## config.mk

```make
export PLATFORM = sky130hd
export DESIGN_NAME = audio_sched_flat
export DESIGN_NICKNAME = d
export VERILOG_FILES = /design/src/rtl/audio_sched_if.sv /design/src/rtl/audio_sched.sv /design/src/flat_wrapper.sv
export SDC_FILE = /design/constraint.sdc
export NUM_CORES = 1
export LEC_CHECK = 0
export CAP_MARGIN = 30
export CORE_ASPECT_RATIO = 1.2
export CORE_MARGIN = 5
export CORE_UTILIZATION = 58
export DETAILED_ROUTE_END_ITERATION = 10
export MAX_ROUTING_LAYER = met4
export PLACE_DENSITY = 0.82
export SYNTH_ARGS = -nofsm -noshare
export SYNTH_HDL_FRONTEND = slang
export SYNTH_SLANG_ARGS = --single-unit
```

## constraint.sdc

```tcl
create_clock -name clk -period 3.1 [get_ports clk]
set_input_delay 0.465 -clock clk [delete_from_list [all_inputs] [get_ports clk]]
set_output_delay 0.465 -clock clk [all_outputs]
set_load 0.02 [all_outputs]
```

## src/rtl/audio_sched_if.sv

```systemverilog
// Bus between the audio scheduler and its controller: request inputs plus
// grant/beat status outputs. The scheduler side uses the slave modport.
interface audio_sched_if;
    logic       bgm_en;
    logic [1:0] sfx_req;
    logic [2:0] grant;
    logic [7:0] beat_idx;
    logic       beat_tick;
    logic       mute;

    modport master (
        output bgm_en,
        output sfx_req,
        input  grant,
        input  beat_idx,
        input  beat_tick,
        input  mute
    );

    modport slave (
        input  bgm_en,
        input  sfx_req,
        output grant,
        output beat_idx,
        output beat_tick,
        output mute
    );
endinterface

```

## src/rtl/audio_sched.sv

```systemverilog
// Audio scheduler: arbitrates BGM and two sound effects onto one tone generator
// and keeps beat timing. Define SFX_QUEUE_EN to hold one pending SFX0 during SFX1.
module audio_sched #(
    parameter int CLK_HZ     = 100000000,
    parameter int BEAT_HZ    = 8,
    parameter int BGM_BEATS  = 128,
    parameter int SFX0_BEATS = 4,
    parameter int SFX1_BEATS = 16
) (
    input  logic         clk,
    input  logic         rst,
    audio_sched_if.slave bus
);

    localparam int DIV   = CLK_HZ / BEAT_HZ;
    localparam int DIV_W = (DIV > 1) ? $clog2(DIV) : 1;

    localparam logic [DIV_W-1:0] DIV_LAST  = DIV_W'(DIV - 1);
    localparam logic [7:0]       BGM_LAST  = 8'(BGM_BEATS - 1);
    localparam logic [7:0]       SFX0_LAST = 8'(SFX0_BEATS - 1);
    localparam logic [7:0]       SFX1_LAST = 8'(SFX1_BEATS - 1);

    typedef enum logic [1:0] {
        IDLE = 2'd0,
        BGM  = 2'd1,
        SFX0 = 2'd2,
        SFX1 = 2'd3
    } state_t;

    state_t           state_q, state_d;
    logic [DIV_W-1:0] div_q, div_d;
    logic [7:0]       beat_idx_q, beat_idx_d;
    logic [7:0]       saved_q, saved_d;

    logic       tick;
    logic       sfx_done;
    logic       restart;
    logic       sfx0_waiting;
    logic [7:0] bgm_adv;

    // A beat ends on the last divider count; nothing counts while idle.
    assign tick    = (state_q != IDLE) && (div_q == DIV_LAST);
    assign bgm_adv = (beat_idx_q == BGM_LAST) ? 8'd0 : beat_idx_q + 8'd1;

    always_comb begin
        sfx_done = 1'b0;
        case (state_q)
            SFX0:    sfx_done = tick && (beat_idx_q == SFX0_LAST);
            SFX1:    sfx_done = tick && (beat_idx_q == SFX1_LAST);
            default: sfx_done = 1'b0;
        endcase
    end

`ifdef SFX_QUEUE_EN
    logic pend_q, pend_d;

    // A request arriving on the very edge SFX1 finishes still counts as pending.
    assign sfx0_waiting = pend_q | bus.sfx_req[0];

    always_comb begin
        pend_d = pend_q;
        if (bus.sfx_req[0] && (state_d == SFX1)) begin
            pend_d = 1'b1;
        end
        if ((state_q == SFX1) && (state_d == SFX0)) begin
            pend_d = 1'b0;
        end
    end

    always_ff @(posedge clk) begin
        if (rst) begin
            pend_q <= 1'b0;
        end else begin
            pend_q <= pend_d;
        end
    end
`else
    assign sfx0_waiting = 1'b0;
`endif

    always_comb begin
        state_d    = state_q;
        div_d      = div_q;
        beat_idx_d = beat_idx_q;
        saved_d    = saved_q;
        restart    = 1'b0;

        case (state_q)
            IDLE: begin
                if (bus.sfx_req[1]) begin
                    state_d = SFX1;
                end else if (bus.sfx_req[0]) begin
                    state_d = SFX0;
                end else if (bus.bgm_en) begin
                    state_d = BGM;
                end
            end
            BGM: begin
                if (bus.sfx_req[1]) begin
                    state_d = SFX1;
                end else if (bus.sfx_req[0]) begin
                    state_d = SFX0;
                end else if (!bus.bgm_en) begin
                    state_d = IDLE;
                end
            end
            SFX0: begin
                if (bus.sfx_req[1]) begin
                    state_d = SFX1;
                end else if (bus.sfx_req[0]) begin
                    restart = 1'b1;
                end else if (sfx_done) begin
                    state_d = bus.bgm_en ? BGM : IDLE;
                end
            end
            SFX1: begin
                if (bus.sfx_req[1]) begin
                    restart = 1'b1;
                end else if (sfx_done) begin
                    if (sfx0_waiting) begin
                        state_d = SFX0;
                    end else begin
                        state_d = bus.bgm_en ? BGM : IDLE;
                    end
                end
            end
            default: state_d = IDLE;
        endcase

        // A beat that completes on the preempting edge counts as played.
        if ((state_q == BGM) && ((state_d == SFX0) || (state_d == SFX1))) begin
            saved_d = tick ? bgm_adv : beat_idx_q;
        end
        if (!bus.bgm_en) begin
            saved_d = 8'd0;
        end

        if ((state_d != state_q) || restart) begin
            div_d      = '0;
            beat_idx_d = (state_d == BGM) ? saved_q : 8'd0;
        end else if (tick) begin
            div_d      = '0;
            beat_idx_d = (state_q == BGM) ? bgm_adv : beat_idx_q + 8'd1;
        end else if (state_q != IDLE) begin
            div_d = div_q + 1'b1;
        end
    end

    always_ff @(posedge clk) begin
        if (rst) begin
            state_q    <= IDLE;
            div_q      <= '0;
            beat_idx_q <= 8'd0;
            saved_q    <= 8'd0;
        end else begin
            state_q    <= state_d;
            div_q      <= div_d;
            beat_idx_q <= beat_idx_d;
            saved_q    <= saved_d;
        end
    end

    // grant bit gi is owned by state code gi+1
    genvar gi;
    generate
        for (gi = 0; gi < 3; gi++) begin : g_grant
            assign bus.grant[gi] = (state_q == state_t'(2'(gi + 1)));
        end
    endgenerate

    assign bus.beat_idx  = beat_idx_q;
    assign bus.beat_tick = tick;
    assign bus.mute      = (state_q == IDLE);

endmodule

```

## src/flat_wrapper.sv

```systemverilog
// flat-port wrapper written by rule: the top's interface ports become plain ports
module audio_sched_flat 
#(
    parameter int CLK_HZ     = 100000000,
    parameter int BEAT_HZ    = 8,
    parameter int BGM_BEATS  = 128,
    parameter int SFX0_BEATS = 4,
    parameter int SFX1_BEATS = 16
)
  (clk, rst, bus_bgm_en, bus_sfx_req, bus_grant, bus_beat_idx, bus_beat_tick, bus_mute);
  audio_sched_if bus_i ();
  input  logic clk;
  input  logic rst;
  input wire logic [$bits(bus_i.bgm_en)-1:0] bus_bgm_en;
  input wire logic [$bits(bus_i.sfx_req)-1:0] bus_sfx_req;
  output wire logic [$bits(bus_i.grant)-1:0] bus_grant;
  output wire logic [$bits(bus_i.beat_idx)-1:0] bus_beat_idx;
  output wire logic [$bits(bus_i.beat_tick)-1:0] bus_beat_tick;
  output wire logic [$bits(bus_i.mute)-1:0] bus_mute;
  assign bus_i.bgm_en = bus_bgm_en;
  assign bus_i.sfx_req = bus_sfx_req;
  assign bus_grant = bus_i.grant;
  assign bus_beat_idx = bus_i.beat_idx;
  assign bus_beat_tick = bus_i.beat_tick;
  assign bus_mute = bus_i.mute;
  audio_sched #(.CLK_HZ(CLK_HZ), .BEAT_HZ(BEAT_HZ), .BGM_BEATS(BGM_BEATS), .SFX0_BEATS(SFX0_BEATS), .SFX1_BEATS(SFX1_BEATS)) u_core (.clk(clk), .rst(rst), .bus(bus_i));
endmodule
```

==> run metrics, run 1 <==
syn nets 277; worst skew pair latency approximately 0.29 ns; TritonCTS Sinks 42; fillers 340; DR iter-0 viols around 100; Hold WC Path Type register to register; Fin. Hold Viols 0; required time of the critical path ~2.6 ns; initial antenna violation count 0; clock skew ~0.0072 ns; syn_area_per_cell roughly 8.4 um2; setup bufs post-CTS 0; Die X-Extent between 60 and 70 um; Area growth syn-to-layout 14.0%; R2R Setup Slk around 0.50 ns; YS warnings 0; Setup violations, final 0; routed vias 1965; Worst Tran Pin Value 0.493 ns; sequential share of the synthesized area 37.0%; nets@finish slightly below 300; most frequent cells in the layout nor2_1 (44), dfxtp_1 (42), nand2_1 (20); CTS tree yes; fmax 0.332 GHz; FF-to-FF path depth 7; CP max stage delay 0.61 ns; Mapped Area ~0.0023 mm2; DR WL/cell between 10 and 15 um; fin. max-slew vios 0; die area between 0.005 and 0.006 mm2; Worst Setup Slack, final roughly 0.092 ns; Max clock buf depth 2; worst min-delay path startpoint u_core.saved_q[4]; largest net degree at the start of global routing 25; routed wire length between 4000 and 5000 um; global-route wire length before repair around 8400 um; r2r endpoint u_core.bus.beat_idx[5]; die height roughly 79 um; layout cells sized above 1 about 11%; Area after DPL between 0.002 and 0.0025 mm2; Core Util, Final between 60% and 70%; Place WS 0.387 ns; Max stage delay cell, worst path clkdlybuf4s50_1; design area about 0.0026 mm2; vias in the first global route 1826; endpoint class of the critical path primary output; number of I/O pins 18; Setup TNS Final 0 ns; fin crit period 3.01 ns; outcome completed; CTS buffer count 5; Final ANT Viol Nets 0; IO Port Bufs 17; fin crit share a little over nine tenths; relative slew slack 66.9%; hold_buf cts 0; Synth cell types 54; CTS clk-pin slew, worst paths roughly 0.080 ns; Power Density 418 mW/mm2; H-Tree Depth 2; initial core utilization between 50 and 60%; Worst Path Arrival about 2.5 ns; flops & latches, synth between 40 and 50; commonest non-fill, non-tap cell in the layout nor2_1; Via-to-Cell Ratio between 5 and 6; r2r startpoint u_core.bus.beat_idx[0]; hold path endpoint u_core.bus.beat_idx[4]; Rows 25; Worst Path Max Fanout 4; RSZ-0062 raised after global routing false; Placer Congestion ~0.91; leakage between 0.8 and 0.9 nW; detailed placement HPWL roughly 3300 um; hold slack roughly 0.46 ns; Cells after Synth 270; clk root buf clkbuf_8; Max-Cap Viols 0; CORE AREA between 0.003 and 0.004 mm2; CP cell instances or4_1, nor4_4, and3_2, clkdlybuf4s50_1; Total GRT Usage between 20% and 30%; Crit Path Category register to primary output; Hold Path Depth 2; number of remaining DRC errors 0; DR pass1 iterations 4; GR Overflow Total 0; Worst setup SP type register; # diodes 0; post-CTS resize count 0; Peak supply drop 0.270 mV
## cells in the mapped netlist (all sizes together)
master / n / area share (%)
o31a: 1 / 0.39
a311oi: 3 / 1.7
nand4b: 1 / 0.39
nand2b: 2 / 0.55
nor2b: 5 / 1.4
o211ai: 1 / 0.33
nand4bb: 1 / 0.50
and4: 4 / 1.7
a221oi: 1 / 0.39
nor3: 8 / 1.8
or2: 1 / 0.28
inv: 10 / 1.7
or4: 2 / 0.66
and2b: 1 / 0.39
nor4: 3 / 1.5
or4b: 2 / 1.0
dfxtp: 42 / 37
nand3b: 3 / 0.99
o211a: 1 / 0.44
xnor2: 14 / 5.4
a21oi: 16 / 4.2
nand4: 7 / 2.2
nand3: 14 / 3.6
a211oi: 2 / 1.2
and3: 5 / 1.5
buf: 6 / 1.8
a31oi: 1 / 0.28
o21bai: 1 / 0.33
nand2: 20 / 3.3
nor2: 44 / 7.3
ha: 2 / 1.1
a211o: 2 / 0.83
a2111oi: 2 / 1.3
xor2: 16 / 6.2
o21ai: 17 / 3.7
or3: 2 / 0.55
o2111ai: 2 / 0.77
a21o: 1 / 0.33
clkbuf: 4 / 1.1
## flip-flops by register name (all words and copies together) (netlist names)
signal,flops
u_core.saved_q,8
u_core.state_q,2
u_core.div_q,24
u_core.bus.beat_idx,8
## layer usage
layer / global-route usage, % / vias to the layer above / routed length (um)
met4: 7.10 / 0 / 51
met2: 31.5 / 39 / 2200
met3: 4.29 / 5 / 212
met1: 26.9 / 932 / 2130
li1: - / 989 / -
met5: - / - / 0
## critical path, delay by kind of cell (launching register included)
family                 cells  cell delay [ns]
buffers and inverters      1             0.61
flip-flops                 1             0.33
AND/OR/NAND/NOR            3             1.29
## layout make-up
| type | instances | area, um2 | area share [%] |
|---|---|---|---|
| clock buffers | 6 | 72.6 | 2.80 |
| clock inverters | 2 | 37.5 | 1.45 |
| inverters | 10 | 37.5 | 1.45 |
| multi-input cells | 208 | 1330 | 51.3 |
| flip-flops and latches | 42 | 841 | 32.4 |
| well taps | 54 | 67.6 | 2.61 |
| repair buffers | 22 | 208 | 8.01 |
## cells by family after synthesis
kind of cell             count (synthesis)  share of synthesized area [%]
AND/OR/NAND/NOR                        125                           29.6
AO/OA/AOI/OAI                           51                           16.2
adder cells (fa/ha/maj)                  2                           1.10
buffers and inverters                   20                           4.57
flip-flops                              42                           37.0
XOR/XNOR                                30                           11.6
## power by group
group	total (mW)	switching, mW	internal [mW]
clock network	0.427	0.187	0.240
logic	0.0990	0.0596	0.0394
registers	0.558	0.0107	0.548
## how the worst max path moves through the flow
stage,start,end,slack (ns),depth (start not counted)
after floorplan,u_core.bus.beat_idx[0],u_core.bus.beat_idx[7],0.65,7
after global placement,u_core.div_q[5],bus_beat_tick,0.43,4
after detailed placement,u_core.div_q[5],bus_beat_tick,0.39,4
after CTS,u_core.div_q[5],bus_beat_tick,0.05,4
after global routing,u_core.div_q[7],bus_beat_tick,0.02,4
final,u_core.div_q[22],bus_beat_tick,0.09,4
## metrics by stage
stage          instances  total power [mW]
2_1_floorplan        270             0.637
3_3_place_gp         336             0.669
3_5_place_dp         336             0.670
4_1_cts              344              1.09
5_1_grt              344              1.13
6_report             344              1.08
Power figures use the tool's default switching activity.
==> inputs of run 2 (changes only) <==
- CTS_CLUSTER_DIAMETER: unset -> 80
==> results of run 2 <==
Final layout, timing and power as in run 1 (identical DEF).
==> RTL edit, RTL diff (flow settings as in run 1) <==
Compare `beat_idx_q` against `BGM_LAST` with >= in place of ==.
--- a/src/rtl/audio_sched.sv
+++ b/src/rtl/audio_sched.sv
@@ -42,3 +42,3 @@
     assign tick    = (state_q != IDLE) && (div_q == DIV_LAST);
-    assign bgm_adv = (beat_idx_q == BGM_LAST) ? 8'd0 : beat_idx_q + 8'd1;
+    assign bgm_adv = (beat_idx_q >= BGM_LAST) ? 8'd0 : beat_idx_q + 8'd1;
 
Behaviour: no difference found for any inputs over 10 cycles, from zero or initial values and one cycle with rst high; that may be too few to reach the edited logic, so the function may still have changed.
==> RTL edit against run 1 <==
Sequential cell count is the same; routed wire length rose by 8.9%; final area shrank 0.29%; critical path depth grew 1; setup slack better by 180 ps; total power fell by 9.2%; synthesized area is 0.77% higher; sequential share of layout area up 0.14 points; critical path type unchanged; highest routed layer unchanged.
==> RTL edit: results <==
export IMPL_fin_skew_ps=4.62
export IMPL_ys_seq_area_frac=0.367
export IMPL_arrival_ps=2360
export IMPL_hpwl_um=3640
export IMPL_swShare=0.245
export IMPL_first_pass_iters=4
export IMPL_wl_per_cell_um=13.9
export IMPL_rr_startpoint="u_core.div_q[7]$_SDFFE_PP0N_"
export IMPL_synth_area_leaders="dfxtp_1, nor2_1, xnor2_1"
export IMPL_antenna_cells=0
export IMPL_regMostFlops="u_core.div_q"
export IMPL_holdWs_ps=458
export IMPL_ant_nets=0
export IMPL_whs_path_depth=2
export IMPL_synth_cell_types=43
export IMPL_p_leak_nw=0.838
export IMPL_portBuffers=17
export IMPL_critPathLaunchType="flip-flop"
export IMPL_drive_above_1_share=0.0623
export IMPL_irDropWorstVdd_v=0.000311
export IMPL_route_met2_wl_um=2470
export IMPL_first_iter_violations=109
export IMPL_cts_setup_buffers=0
export IMPL_synthArstFlopShare=0
export IMPL_largest_register_ffs=24
export IMPL_grt_pass1_wl_um=9070
export IMPL_wl_met1_um=2220
export IMPL_synth_warnings=0
export IMPL_hold_end="u_core.bus.beat_idx[1]$_SDFFE_PP0P_"
export IMPL_grt_start_max_net_pins=25
export IMPL_r2r_setup_slack_ps=650
export IMPL_max_stage_delay_ps=600
export IMPL_clkLatencyLatePin_ps=290
export IMPL_status="finished clean"
export IMPL_antenna_found_initial=0
export IMPL_globalRouteTotalUtil=0.222
export IMPL_r2r_end="u_core.div_q[17]$_SDFFE_PP0N_"
export IMPL_met1_usage=0.269
export IMPL_met3_usage=0.0410
export IMPL_hold_start="u_core.saved_q[1]$_SDFFE_PP0P_"
export IMPL_cts_max_level=2
export IMPL_top_layer_used="met4"
export IMPL_hp_class="reg -> reg"
export IMPL_num_vias=2089
export IMPL_fin_cells=359
export IMPL_synth_cells=289
export IMPL_grtUsageMet2=0.346
export IMPL_nets=312
export IMPL_met3_length_um=219
export IMPL_synth_nets=296
export IMPL_cp_max_fo=4
export IMPL_fillers=347
export IMPL_placedCellCount=352
export IMPL_place_congestion=0.834
export IMPL_synth_common_cells="nor2_1, dfxtp_1, nand2_1, o21ai_0, xnor2_1"
export IMPL_r2r_cells=5
export IMPL_max_slew_margin=0.433
export IMPL_cp_slowest_cell="clkdlybuf4s50_1"
==> RTL edit: cell types whose count changed in the layout (fill, tap and decap cells not counted), moves of 3 or more <==
cell / change
a21oi_1: -3
a22oi_1: +3
a31oi_1: +7
and2_1: +5
nand2_1: +10
nand3_1: -3
nand3b_1: -3
nor3b_1: +3
nor4b_1: +3
o21a_1: +3
o21ai_0: +7
xor2_1: -5
==> RTL edit: power by group through the flow <==
stage | logic (mW) | clock network (mW) | registers (mW)
3_5_place_dp | 0.0975 | 0 | 0.576
6_report | 0.0978 | 0.323 | 0.564
4_1_cts | 0.0981 | 0.331 | 0.563
3_3_place_gp | 0.0964 | 0 | 0.576
5_1_grt | 0.107 | 0.358 | 0.566
2_1_floorplan | 0.0647 | 0 | 0.572
==> RTL edit: layout make-up <==
| type | count | share of cell area |
|---|---|---|
| tap | 54 | 0.0261 |
| inverter | 11 | 0.0160 |
| multi-input combinational | 224 | 0.525 |
| clock buffer | 7 | 0.0295 |
| sequential | 42 | 0.326 |
| timing repair buffer | 21 | 0.0774 |
==> RTL edit: cell families (layout without fill, tap and decap cells) <==
group | count (synthesis) | in the layout | synth area share
AO/OA/AOI/OAI | 60 | 60 | 0.169
buffers and inverters | 23 | 39 | 0.0404
flip-flops | 42 | 42 | 0.367
XOR/XNOR | 25 | 25 | 0.0956
multiplexers | 1 | 1 | 0.00437
adder cells (fa/ha/maj) | 2 | 2 | 0.0109
AND/OR/NAND/NOR | 136 | 136 | 0.313
==> RTL edit: worst max-delay path: cells and delay by family (launching register included) <==
family / cells / cell delay (ps)
flops: 1 / 350
buf+inv: 2 / 700
simple gates: 3 / 1020
==> RTL edit: metrics by stage <==
step,instance area (um^2),setup slack [ps]
floorplan,2290,1010
global placement,2510,474
detailed placement,2510,429
CTS,2580,115
global route,2580,91.4
finish,2580,271
